<file path="src/rtl/uart_rx_packetizer_if.sv">
// uart_rx_packetizer_if: byte-receiver input, packet handshake, buffer read and error status
interface uart_rx_packetizer_if;
  logic       rx_done;
  logic [7:0] rx_data;
  logic       pkt_ready;
  logic [3:0] rd_addr;
  logic [7:0] rd_data;
  logic       pkt_valid;
  logic [4:0] pkt_len;
  logic       err_pulse;
  logic [1:0] err_code;
  modport master (
    output rx_done, rx_data, pkt_ready, rd_addr,
    input  rd_data, pkt_valid, pkt_len, err_pulse, err_code
  );
  modport slave (
    input  rx_done, rx_data, pkt_ready, rd_addr,
    output rd_data, pkt_valid, pkt_len, err_pulse, err_code
  );
endinterface

</file>
<file path="src/rtl/uart_rx_packetizer.sv">
// uart_rx_packetizer: frames SYNC/LEN/PAYLOAD/XOR-CSUM byte streams into a held, readable packet
module uart_rx_packetizer #(
  parameter logic [7:0] SYNC_BYTE   = 8'hA5,
  parameter int         MAX_LEN     = 16,
  parameter int         TIMEOUT_CYC = 25000
) (
  input logic clk,
  input logic rst_n,
  uart_rx_packetizer_if.slave bus
);
  localparam logic [2:0] IDLE = 3'd0, LEN = 3'd1, PAYLOAD = 3'd2, CSUM = 3'd3, HOLD = 3'd4;
  logic [2:0]  state;
  logic [4:0]  len;
  logic [4:0]  pkt_len_q;
  logic [3:0]  idx;
  logic [7:0]  csum;
  logic [15:0] cnt;
  logic [7:0]  buf_q [16];
  logic        err_pulse_q;
  logic [1:0]  err_code_q;
  logic        timed, tmo, bad_len, err_set;
  logic [1:0]  err_nxt;
  always_comb begin
    timed   = state == LEN || state == PAYLOAD || state == CSUM;
    // the counter value T-2 means this edge would make it T-1: fire now unless a byte arrives
    tmo     = timed && !bus.rx_done && cnt == 16'(TIMEOUT_CYC - 2);
    bad_len = bus.rx_data == 8'h00 || bus.rx_data > 8'(MAX_LEN);
    err_set = tmo || (bus.rx_done && ((state == LEN && bad_len) ||
              (state == CSUM && bus.rx_data != csum) || state == HOLD));
    err_nxt = tmo ? 2'd0 : state == LEN ? 2'd1 : state == CSUM ? 2'd2 : 2'd3;
  end
  assign bus.rd_data   = {1'b0, bus.rd_addr} < pkt_len_q ? buf_q[bus.rd_addr] : 8'h00;
  assign bus.pkt_valid = state == HOLD;
  assign bus.pkt_len   = pkt_len_q;
  assign bus.err_pulse = err_pulse_q;
  assign bus.err_code  = err_code_q;
  always_ff @(posedge clk or negedge rst_n) begin
    if (!rst_n) begin
      state       <= IDLE;
      len         <= '0;
      pkt_len_q   <= '0;
      idx         <= '0;
      csum        <= '0;
      cnt         <= '0;
      err_pulse_q <= 1'b0;
      err_code_q  <= '0;
      for (int i = 0; i < 16; i++) buf_q[i] <= '0;
    end else begin
      err_pulse_q <= err_set;
      if (err_set) err_code_q <= err_nxt;
      cnt <= (timed && !bus.rx_done && !tmo) ? cnt + 16'd1 : 16'd0;
      if (tmo) state <= IDLE;
      else if (state == HOLD) begin
        if (bus.pkt_ready) state <= IDLE;
      end else if (bus.rx_done) begin
        case (state)
          IDLE: if (bus.rx_data == SYNC_BYTE) state <= LEN;
          LEN:
            if (bad_len) state <= IDLE;
            else begin
              len   <= bus.rx_data[4:0];
              csum  <= bus.rx_data;
              idx   <= '0;
              state <= PAYLOAD;
            end
          PAYLOAD: begin
            buf_q[idx] <= bus.rx_data;
            csum       <= csum ^ bus.rx_data;
            idx        <= idx + 4'd1;
            if ({1'b0, idx} == len - 5'd1) state <= CSUM;
          end
          CSUM:
            if (bus.rx_data == csum) begin
              pkt_len_q <= len;
              state     <= HOLD;
            end else state <= IDLE;
          default: state <= IDLE;
        endcase
      end
    end
  end
endmodule

</file>
<file path="src/flat_wrapper.sv">
// flat-port wrapper written by rule: the top's interface ports become plain ports
module uart_rx_packetizer_flat 
#(
  parameter logic [7:0] SYNC_BYTE   = 8'hA5,
  parameter int         MAX_LEN     = 16,
  parameter int         TIMEOUT_CYC = 25000
)
  (clk, rst_n, bus_rx_done, bus_rx_data, bus_pkt_ready, bus_rd_addr, bus_rd_data, bus_pkt_valid, bus_pkt_len, bus_err_pulse, bus_err_code);
  uart_rx_packetizer_if bus_i ();
  input logic clk;
  input logic rst_n;
  input wire logic [$bits(bus_i.rx_done)-1:0] bus_rx_done;
  input wire logic [$bits(bus_i.rx_data)-1:0] bus_rx_data;
  input wire logic [$bits(bus_i.pkt_ready)-1:0] bus_pkt_ready;
  input wire logic [$bits(bus_i.rd_addr)-1:0] bus_rd_addr;
  output wire logic [$bits(bus_i.rd_data)-1:0] bus_rd_data;
  output wire logic [$bits(bus_i.pkt_valid)-1:0] bus_pkt_valid;
  output wire logic [$bits(bus_i.pkt_len)-1:0] bus_pkt_len;
  output wire logic [$bits(bus_i.err_pulse)-1:0] bus_err_pulse;
  output wire logic [$bits(bus_i.err_code)-1:0] bus_err_code;
  assign bus_i.rx_done = bus_rx_done;
  assign bus_i.rx_data = bus_rx_data;
  assign bus_i.pkt_ready = bus_pkt_ready;
  assign bus_i.rd_addr = bus_rd_addr;
  assign bus_rd_data = bus_i.rd_data;
  assign bus_pkt_valid = bus_i.pkt_valid;
  assign bus_pkt_len = bus_i.pkt_len;
  assign bus_err_pulse = bus_i.err_pulse;
  assign bus_err_code = bus_i.err_code;
  uart_rx_packetizer #(.SYNC_BYTE(SYNC_BYTE), .MAX_LEN(MAX_LEN), .TIMEOUT_CYC(TIMEOUT_CYC)) u_core (.clk(clk), .rst_n(rst_n), .bus(bus_i));
endmodule
</file>
<file path="config.mk">
export PLATFORM = sky130hd
export DESIGN_NAME = uart_rx_packetizer_flat
export DESIGN_NICKNAME = d
export VERILOG_FILES = /design/src/rtl/uart_rx_packetizer_if.sv /design/src/rtl/uart_rx_packetizer.sv /design/src/flat_wrapper.sv
export SDC_FILE = /design/constraint.sdc
export NUM_CORES = 1
export LEC_CHECK = 0
export CORE_ASPECT_RATIO = 0.7
export CORE_MARGIN = 10
export CORE_UTILIZATION = 57
export DETAILED_ROUTE_END_ITERATION = 8
export GPL_ROUTABILITY_DRIVEN = 0
export HOLD_SLACK_MARGIN = 0.05
export PLACE_DENSITY = 0.75
export SYNTH_ARGS = -nofsm -noshare
export SYNTH_HDL_FRONTEND = slang
export SYNTH_SLANG_ARGS = --single-unit
</file>
<file path="constraint.sdc">
create_clock -name clk -period 2.4 [get_ports clk]
set_clock_uncertainty 0.15 [all_clocks]
set_input_delay 0.48 -clock clk [delete_from_list [all_inputs] [get_ports clk]]
set_output_delay 0.48 -clock clk [all_outputs]
set_load 0.02 [all_outputs]
</file>
==> qor.yml <==
floorplanning:
  die_area_um2: 20100
  core_area_um2: 14600
  rows: 37
  initial_core_util_pct: 57.7
  boundaryPins: 33
  dieHeight_um: 122
  die_x_um: 165
yosys:
  synthFlopType: "dfrtp_1"
  synthMuxAreaShare_pct: 28.0
  avgSynthCellArea_um2: 13.7
  synth_simple_gate_area_share_pct: 8.93
  synthXorXnorAreaFrac_pct: 3.33
  synth_top_family_by_area: "multiplexers"
  syn_inst: 613
  syn-cell-area_um2: 8420
  syn_nets: 639
  synth_compound_area_share_pct: 4.18
  synthArstFlopShare_pct: 100
  ys_ff_latch: 172
  ys_seq_area_share_pct: 51.1
  synthDistinctLibCells: 47
  synthAdderAreaFrac_pct: 1.49
  synth_edf_count: 0
  ys_warn_count: 0
detailed_routing:
  num_vias: 5458
  postRouteAntennaNets: 0
  drtIter0Drc: 354
  vias_per_cell: 6.06
  drc: 0
  routed_wl_um: 20000
  dr.pass1.iters: 4
  wire_per_inst_um: 22.2
timing:
  finalSetupViolations: 8
  final_max_slew_viol_count: 0
  finalWorstSetupSlack_ns: -0.365
  finalSetupTns_ns: -2.61
  fin_crit_ns: 2.77
  fmax_mhz: 362
  min_period_over_period_pct: 115
  hold_viol: 0
  rsz0062_at_grt: "yes"
  relSlewSlack_pct: 62.8
  tightest_slew_ns: 0.559
clock_network:
  tritoncts: "built"
  root_buffer: "clkbuf_16"
  clk_path_buf_depth: 2
  insertion_delay_ns: 0.43
  cts_sinks: 172
  cts_buffers: 17
  h-tree-depth: 4
  clk_pin_slew_ns: 0.06
global_route:
  antenna_found_initial: 0
  overflow: 0
  grt_usage_pct: 20.9
  grt_start_max_net_pins: 58
  grt_pass1_wl_um: 32100
  first_global_vias: 5783
layout:
  final_nets: 718
  design_area_um2: 10100
  final_common_cell: "dfrtp_1"
  post-route-util_pct: 69.0
  layout-drive-gt1-share_pct: 45.2
  fillers: 978
  ff_latch_area_um2: 4300
  area_growth_pct: 19.6
  final_cell_mix: "172 x dfrtp_1, 137 x mux2_2, 66 x buf_4"
  multi_input_area_um2: 4000
  diodes: 0
critical_path:
  worstSetupEndpointType: "output pin"
  critPathKind: "register to output pin"
  worst_setup_path_start_kind: "register"
  cp_max_fo: 8
  worstPathRequired_ns: 1.77
  cp_data_arrival_time_ns: 2.14
outcome:
  violations: "setup timing"
  outcome: "complete, but fails checks"
power:
  ir_drop_mv: 0.458
  powerDensity_nw_per_um2: 728
  p_total_mw: 7.32
  p_leak_nw: 4.77
placed_design:
  dpl.hpwl_um: 13600
  dpl-instance-area_um2: 9370
  io_buffer_count: 32
  dp_slack_ns: -1.12
hold_path:
  hold_class: "register to register"
run:
  maxCapViolCount: 0
==> per-layer routing <==
metal | vias up | share of wire (%) | wire length (um) | GRT usage (%)
li1 | 2421 | - | - | -
met1 | 2847 | 45 | 8880 | 28.0
met2 | 164 | 46 | 9250 | 32.2
met3 | 26 | 7.5 | 1490 | 5.76
met4 | 0 | 1.7 | 336 | 7.51
met5 | - | 0 | 0 | 0
==> path summary, 6_finish.rpt <==
kind,startpoint,to,slack (ns),cells after the start
max in group asynchronous,rst_n,u_core.buf_q[75],1.01,3
hold / removal,u_core.buf_q[39],u_core.buf_q[39],0.35,1
hold reg to reg,u_core.buf_q[39],u_core.buf_q[39],0.35,1
min in group asynchronous,rst_n,u_core.bus.pkt_len[1],0.43,2
setup reg to reg,u_core.csum[2],u_core.bus.pkt_len[4],0.31,6
setup / recovery,u_core.bus.pkt_len[1],bus_rd_data[0],-0.37,8
==> through the flow <==
step	std cells	hold WS (ns)
2_1_floorplan	613	0.0344
3_3_place_gp	865	0.331
3_5_place_dp	865	0.333
4_1_cts	897	0.352
5_1_grt	900	0.367
6_report	900	0.349
==> cell usage after synthesis, types with 10 or more instances <==
master | instances | share of area (%)
a211oi_1 | 18 | 1.6
buf_2 | 10 | 0.59
clkbuf_1 | 19 | 0.85
dfrtp_1 | 172 | 51
ha_1 | 10 | 1.5
mux2_2 | 137 | 18
mux4_2 | 32 | 8.6
nand2_1 | 20 | 0.89
nand3_1 | 14 | 0.83
nand3_2 | 10 | 1.2
nor2_1 | 23 | 1.0
nor2b_1 | 12 | 0.89
xnor2_1 | 12 | 1.2
xor2_1 | 20 | 2.1
==> power breakdown <==
part / switching (mW) / leakage (nW) / total [mW] / internal, mW
combinational: 0.594 / 2.14 / 1.22 / 0.629
sequential: 0.271 / 2.36 / 3.45 / 3.18
clock: 1.16 / 0.269 / 2.65 / 1.49
total: 2.02 / 4.77 / 7.32 / 5.30
==> state kept, by name, indices dropped and copies added, names as in the netlist <==
signal / cells
u_core.len: 5
u_core.cnt: 16
u_core.buf_q: 128
u_core.state: 3
u_core.bus.err_pulse: 1
u_core.bus.err_code: 2
u_core.bus.pkt_len: 5
u_core.idx: 4
u_core.csum: 8
==> repair_timing <==
action	in CTS	in global routing
setup buffers	1	2
resized for setup	57	10
setup endpoints to repair	9	12
endpoints found under the hold margin	51	0
cloned	0	1
pin swaps	4	5
hold buffers	1	0
==> area by class of cell <==
class	count	area share, %
Clock buffer	20	4.54
Clock inverter	12	1.13
Inverter	9	0.336
Multi-Input combinational cell	392	39.7
Sequential cell	172	42.8
Tap cell	195	2.42
Timing Repair Buffer	100	9.10
==> worst max-delay path, cell delays in order, from the launching register on <==
cell	delay (ns)
dfrtp_1	0.39
inv_2	0.09
ha_4	0.20
a21o_1	0.16
a211oi_2	0.25
nor3_4	0.06
buf_12	0.15
a211oi_4	0.24
buf_6	0.15
==> kinds of logic (layout without fill, tap and decap cells) <==
family | after synthesis | after routing
fa+ha+maj | 10 | 10
xor+xnor | 32 | 32
compound gates | 46 | 46
flops | 172 | 172
mux | 178 | 178
simple gates | 125 | 126
buf+inv | 50 | 141
Note: power is estimated with default switching activity, not from simulation.
